==> src/rtl/stop_watch_bcd_lap.sv <==
// N-digit BCD up/down stopwatch with prescaler, wrap/saturate range policy
// and a lap/split display freeze.

module stop_watch_bcd_digit (
    input  logic       i_dir,
    input  logic       i_lo9,
    input  logic       i_lo0,
    input  logic [3:0] i_d,
    output logic [3:0] o_nxt
);
    always_comb begin
        o_nxt = i_d;
        if (!i_dir) begin
            if (i_lo9) o_nxt = (i_d >= 4'd9) ? 4'd0 : i_d + 4'd1;
        end else if (i_lo0) begin
            o_nxt = (i_d == 4'd0 || i_d > 4'd9) ? 4'd9 : i_d - 4'd1;
        end
    end
endmodule

module stop_watch_bcd_lap #(
    parameter int DVSR = 5000000,
    parameter int NDIG = 3,
    parameter int WRAP = 1
) (
    input  logic              i_clk,
    input  logic              i_rst_n,
    input  logic              i_go,
    input  logic              i_clr,
    input  logic              i_dir,
    input  logic              i_lap,
    output logic [4*NDIG-1:0] o_digits,
    output logic              o_lap_active,
    output logic              o_ovf,
    output logic              o_tick
);
    localparam int PW = (DVSR > 1) ? $clog2(DVSR) : 1;
    localparam logic [PW-1:0] PMAX = PW'(DVSR - 1);

    typedef enum logic {LIVE, FROZEN} state_t;

    logic [PW-1:0]             r_psc;
    logic [NDIG-1:0][3:0]      r_cnt;
    logic [NDIG-1:0][3:0]      r_snap;
    logic [NDIG-1:0][3:0]      w_cnt_nxt;
    logic [NDIG-1:0]           w_lo9;
    logic [NDIG-1:0]           w_lo0;
    logic                      r_ovf;
    logic                      w_tick;
    logic                      w_all9;
    logic                      w_all0;
    logic                      w_end;
    logic                      w_sclr;
    state_t                    r_state;
    state_t                    w_state_nxt;

    assign w_sclr = !i_rst_n || i_clr;
    // Gated so tick never pulses in a reset or clear cycle.
    assign w_tick = !w_sclr && i_go && (r_psc == PMAX);

    always_ff @(posedge i_clk) begin
        if (w_sclr)
            r_psc <= '0;
        else if (i_go)
            r_psc <= (r_psc == PMAX) ? '0 : r_psc + 1'b1;
    end

    // w_lo9[g]/w_lo0[g]: every digit below g is 9 / 0.
    always_comb begin
        w_all9 = 1'b1;
        w_all0 = 1'b1;
        w_lo9  = '0;
        w_lo0  = '0;
        for (int k = 0; k < NDIG; k++) begin
            w_lo9[k] = w_all9;
            w_lo0[k] = w_all0;
            if (r_cnt[k] != 4'd9) w_all9 = 1'b0;
            if (r_cnt[k] != 4'd0) w_all0 = 1'b0;
        end
    end

    assign w_end = i_dir ? w_all0 : w_all9;

    for (genvar g = 0; g < NDIG; g++) begin : g_dig
        stop_watch_bcd_digit u_dig (
            .i_dir (i_dir),
            .i_lo9 (w_lo9[g]),
            .i_lo0 (w_lo0[g]),
            .i_d   (r_cnt[g]),
            .o_nxt (w_cnt_nxt[g])
        );
    end

    always_ff @(posedge i_clk) begin
        if (w_sclr) begin
            r_cnt <= '0;
            r_ovf <= 1'b0;
        end else if (w_tick) begin
            if (w_end) r_ovf <= 1'b1;
            // Saturate mode simply refuses the move past the range end.
            if (WRAP != 0 || !w_end) r_cnt <= w_cnt_nxt;
        end
    end

    always_comb begin
        w_state_nxt = r_state;
        if (i_lap) w_state_nxt = (r_state == LIVE) ? FROZEN : LIVE;
    end

    always_ff @(posedge i_clk) begin
        if (w_sclr) begin
            r_state <= LIVE;
            r_snap  <= '0;
        end else begin
            r_state <= w_state_nxt;
            if (r_state == LIVE && i_lap) r_snap <= r_cnt;
        end
    end

    assign o_digits     = (r_state == FROZEN) ? r_snap : r_cnt;
    assign o_lap_active = (r_state == FROZEN);
    assign o_ovf        = r_ovf;
    assign o_tick       = w_tick;
endmodule
==> config.mk <==
export PLATFORM = sky130hd
export DESIGN_NAME = stop_watch_bcd_lap
export DESIGN_NICKNAME = d
export VERILOG_FILES = /design/src/rtl/stop_watch_bcd_lap.sv
export SDC_FILE = /design/constraint.sdc
export NUM_CORES = 1
export LEC_CHECK = 0
export ABC_AREA = 1
export BUFFER_PORTS_ARGS = -buffer_cell sky130_fd_sc_hd__buf_4
export CORE_MARGIN = 2
export CORE_UTILIZATION = 55
export DETAILED_ROUTE_END_ITERATION = 16
export PLACE_DENSITY = 0.82
export SETUP_SLACK_MARGIN = 0.02
export SYNTH_ARGS = -nofsm -noshare
export SYNTH_HDL_FRONTEND = slang
export SYNTH_HIERARCHICAL = 1
export SYNTH_SLANG_ARGS = --single-unit
==> constraint.sdc <==
create_clock -name i_clk -period 2.15 [get_ports i_clk]
set_input_delay 0.1075 -clock i_clk [delete_from_list [all_inputs] [get_ports i_clk]]
set_output_delay 0.1075 -clock i_clk [all_outputs]
set_load 0.02 [all_outputs]
==> summary.txt <==
Run status
  • Status: completed

Timing
  • Final setup viols: 0
  • Hold Vio Cnt, Final: 0
  • Rel. slew slack: 54.3%
  • Period utilisation layout: 89.8%
  • Worst Tran Pin Value: 0.684 ns
  • RSZ-0062 raised after global routing: false
  • Highest clock frequency the design can meet: 518 MHz
  • Clk_skew: 0.00988 ns
  • Post-layout min period: 1.93 ns
  • Setup TNS: 0 ns
  • Slew Viols, Final: 0

Global route
  • GRT Total Usage: 24.3%
  • First-pass GRT wire length: 12800 um
  • Total gr overflow: 0
  • GR Util met1: 29.6%
  • Routing usage on met3: 3.52%
  • Largest net degree at the start of global routing: 22
  • Most used routing layer: met2
  • Vias in the first global route: 2918
  • Initial antenna violation count: 0
  • GR Layer Usage met2: 43.1%

Floorplanning
  • Area of the die: 6730 sq um
  • Initial Util: 56.9%
  • # IOs: 21
  • Cell Rows: 28
  • Chip width: 82.0 um
  • Die Y-Extent: 82.0 um
  • Core area: 5890 sq um

Routing
  • DR vias/cell: 5.15
  • WL per Instance: 11.9 um
  • 1st-iter DRT viols: 174
  • DRC violations left: 0
  • Final wirelength: 7750 um
  • DR pass1 iterations: 4
  • Antenna viol nets, final: 0
  • Routed via count: 3362

Place
  • Hpwl dp: 5770 um
  • Final GP Congestion: 0.919
  • Port Buffers: 20

Clock network
  • Clock input transition at the sequential cells of the worst setup and hold paths: 0.09 ns
  • Post-cts sizing count: 0
  • Clock Sink Count: 49
  • Clock Latency Late Sink: 0.31 ns
  • Root Buffer: clkbuf_8
  • Htree depth: 2
  • CTS tree: done
  • Maximum clock insertion buffer count: 2
  • TritonCTS Buffers: 5

Synthesis
  • Ys flop type: dfxtp_1
  • Post-Syn Instances: 540
  • Sequential area share after synthesis: 29.3%
  • Ys async rst share: 0%
  • Unique masters post-synth: 35
  • Synth area leaders: dfxtp_1 (29%), nand2_1 (16%), nor2_1 (8.2%)
  • Average cell area after synthesis: 6.20 sq um
  • Top cell type's share of synthesized area: 29.3%
  • Synthesized flop and latch total: 49
  • Post-synth top area cell: dfxtp_1
  • YS warnings: 6
  • Post-synth EDFFs: 0
  • Cell Area, Synth: 3350 sq um

Power and ir drop
  • P per Cell Area: 427 nW/um^2
  • Max IR drop VDD: 0.000304 V
  • P_leak: 0.00176 uW

Flow run
  • Max cap viols: 0

Cells and area
  • Layout net count: 594
  • FF+latch area: 981 sq um
  • Ratio of cells with drive above 1 in the final layout: 13.7%
  • Ant. Diodes: 0
  • Post-layout util: 63.8%
  • Fillers: 544
  • Synth-to-layout area growth: 12.1%
  • Area of the multi-input gates: 2070 sq um

Worst setup path
  • FF-to-FF setup slack: 0.29 ns
  • WP data required: 2.04 ns
  • Crit. End Element: primary output
  • Setup CP Type: reg2out
  • Critical path fanouts, max: 9
  • Startpoint types: register
  • CP arrival: 1.82 ns

Min path
  • HP Class: in2reg
state kept, by name (all words and copies together) (netlist names):
register / cells
r_snap: 12
r_psc: 23
o_ovf: 1
r_cnt: 12
o_lap_active: 1
cell type report:
class	count	area share, %
well taps	75	2.50
multi-input cells	414	55.1
inverters	78	7.94
repair buffers	30	6.00
flip-flops and latches	49	26.1
clock buffers	7	2.30
repair_timing:
action,CTS,global route
setup buffers,0,2
endpoints found under the setup margin,0,1
hold buffers,0,0
Yosys cell counts, types with 2 or more instances:
cell type / instances
nand3_1: 41
inv_1: 65
or2_2: 2
nor3_1: 14
xor2_1: 14
nand2_1: 147
o21ai_0: 27
a211oi_1: 8
dfxtp_1: 49
clkbuf_1: 5
nand4_1: 10
a21oi_1: 19
nand2_2: 11
o21ai_1: 3
inv_2: 9
nor2_1: 73
nand3_2: 7
nor2_4: 3
ha_1: 10
nor2_2: 6
clkinv_1: 3
layout by cell type, fill, tap and decap left out:
cell type	instances
a211oi_1	8
a21oi_1	19
buf_4	30
clkbuf_1	1
clkbuf_8	6
clkinv_1	3
clkinv_4	1
conb_1	10
dfxtp_1	49
ha_1	10
inv_1	65
inv_2	9
nand2_1	147
nand2_2	11
nand2_4	1
nand3_1	41
nand3_2	7
nand3_4	1
nand4_1	10
nor2_1	73
nor2_2	6
nor2_4	3
nor3_1	14
nor3_2	1
nor3_4	1
nor3b_1	1
nor4_1	1
o21ai_0	27
o21ai_1	3
o21bai_1	1
o22ai_1	1
or2_2	2
xnor2_1	1
xor2_1	14
through the flow:
step                instance area [sq um]  cells  power (uW)  hold slack (ns)  setup slack (ns)
global route                         3750    653        1660           0.0623             0.107
detailed placement                   3650    644        1060            0.388             0.363
finish                               3750    653        1600           0.0661             0.219
floorplan                            3380    549        1030            0.293             0.268
global placement                     3650    644        1060            0.382             0.392
CTS                                  3740    651        1610           0.0596            0.0886
power breakdown:
part	internal, uW	switching, uW	total [uW]
clock network	256	303	559
logic	39.4	80.4	120
registers	916	5.17	922
cells by family (layout without fill, tap and decap cells):
kind of cell / after synthesis / in the layout / share of synthesized area (%)
other cells: 1 / 10 / 0.112
flops: 49 / 49 / 29.3
fa+ha+maj: 10 / 10 / 3.74
compound gates: 59 / 59 / 9.53
simple gates: 320 / 320 / 43.5
buf+inv: 86 / 115 / 9.94
xor+xnor: 15 / 15 / 3.92
worst max-delay path, cell delays in order, from the launching register on:
cell	delay (ns)
dfxtp_1	0.40
ha_1	0.20
nand2_2	0.10
nor2_4	0.13
nand2_4	0.09
nor3_4	0.20
nand3_4	0.12
clkinv_4	0.12
buf_4	0.15
per-layer routing:
| layer | up-vias | wire [um] |
|---|---|---|
| li1 | 1771 | - |
| met1 | 1516 | 3480 |
| met2 | 63 | 3790 |
| met3 | 12 | 306 |
| met4 | 0 | 173 |
| met5 | - | 0 |
worst paths after layout:
check                                start           end  cells past startpoint
worst max-delay path              r_psc[0]        o_tick                      8
worst min-delay path                 i_lap  o_lap_active                      4
worst max register to register    r_cnt[3]     r_cnt[11]                     10
worst min register to register  r_snap[10]    r_snap[10]                      2
Note: power is estimated with default switching activity, not from simulation.
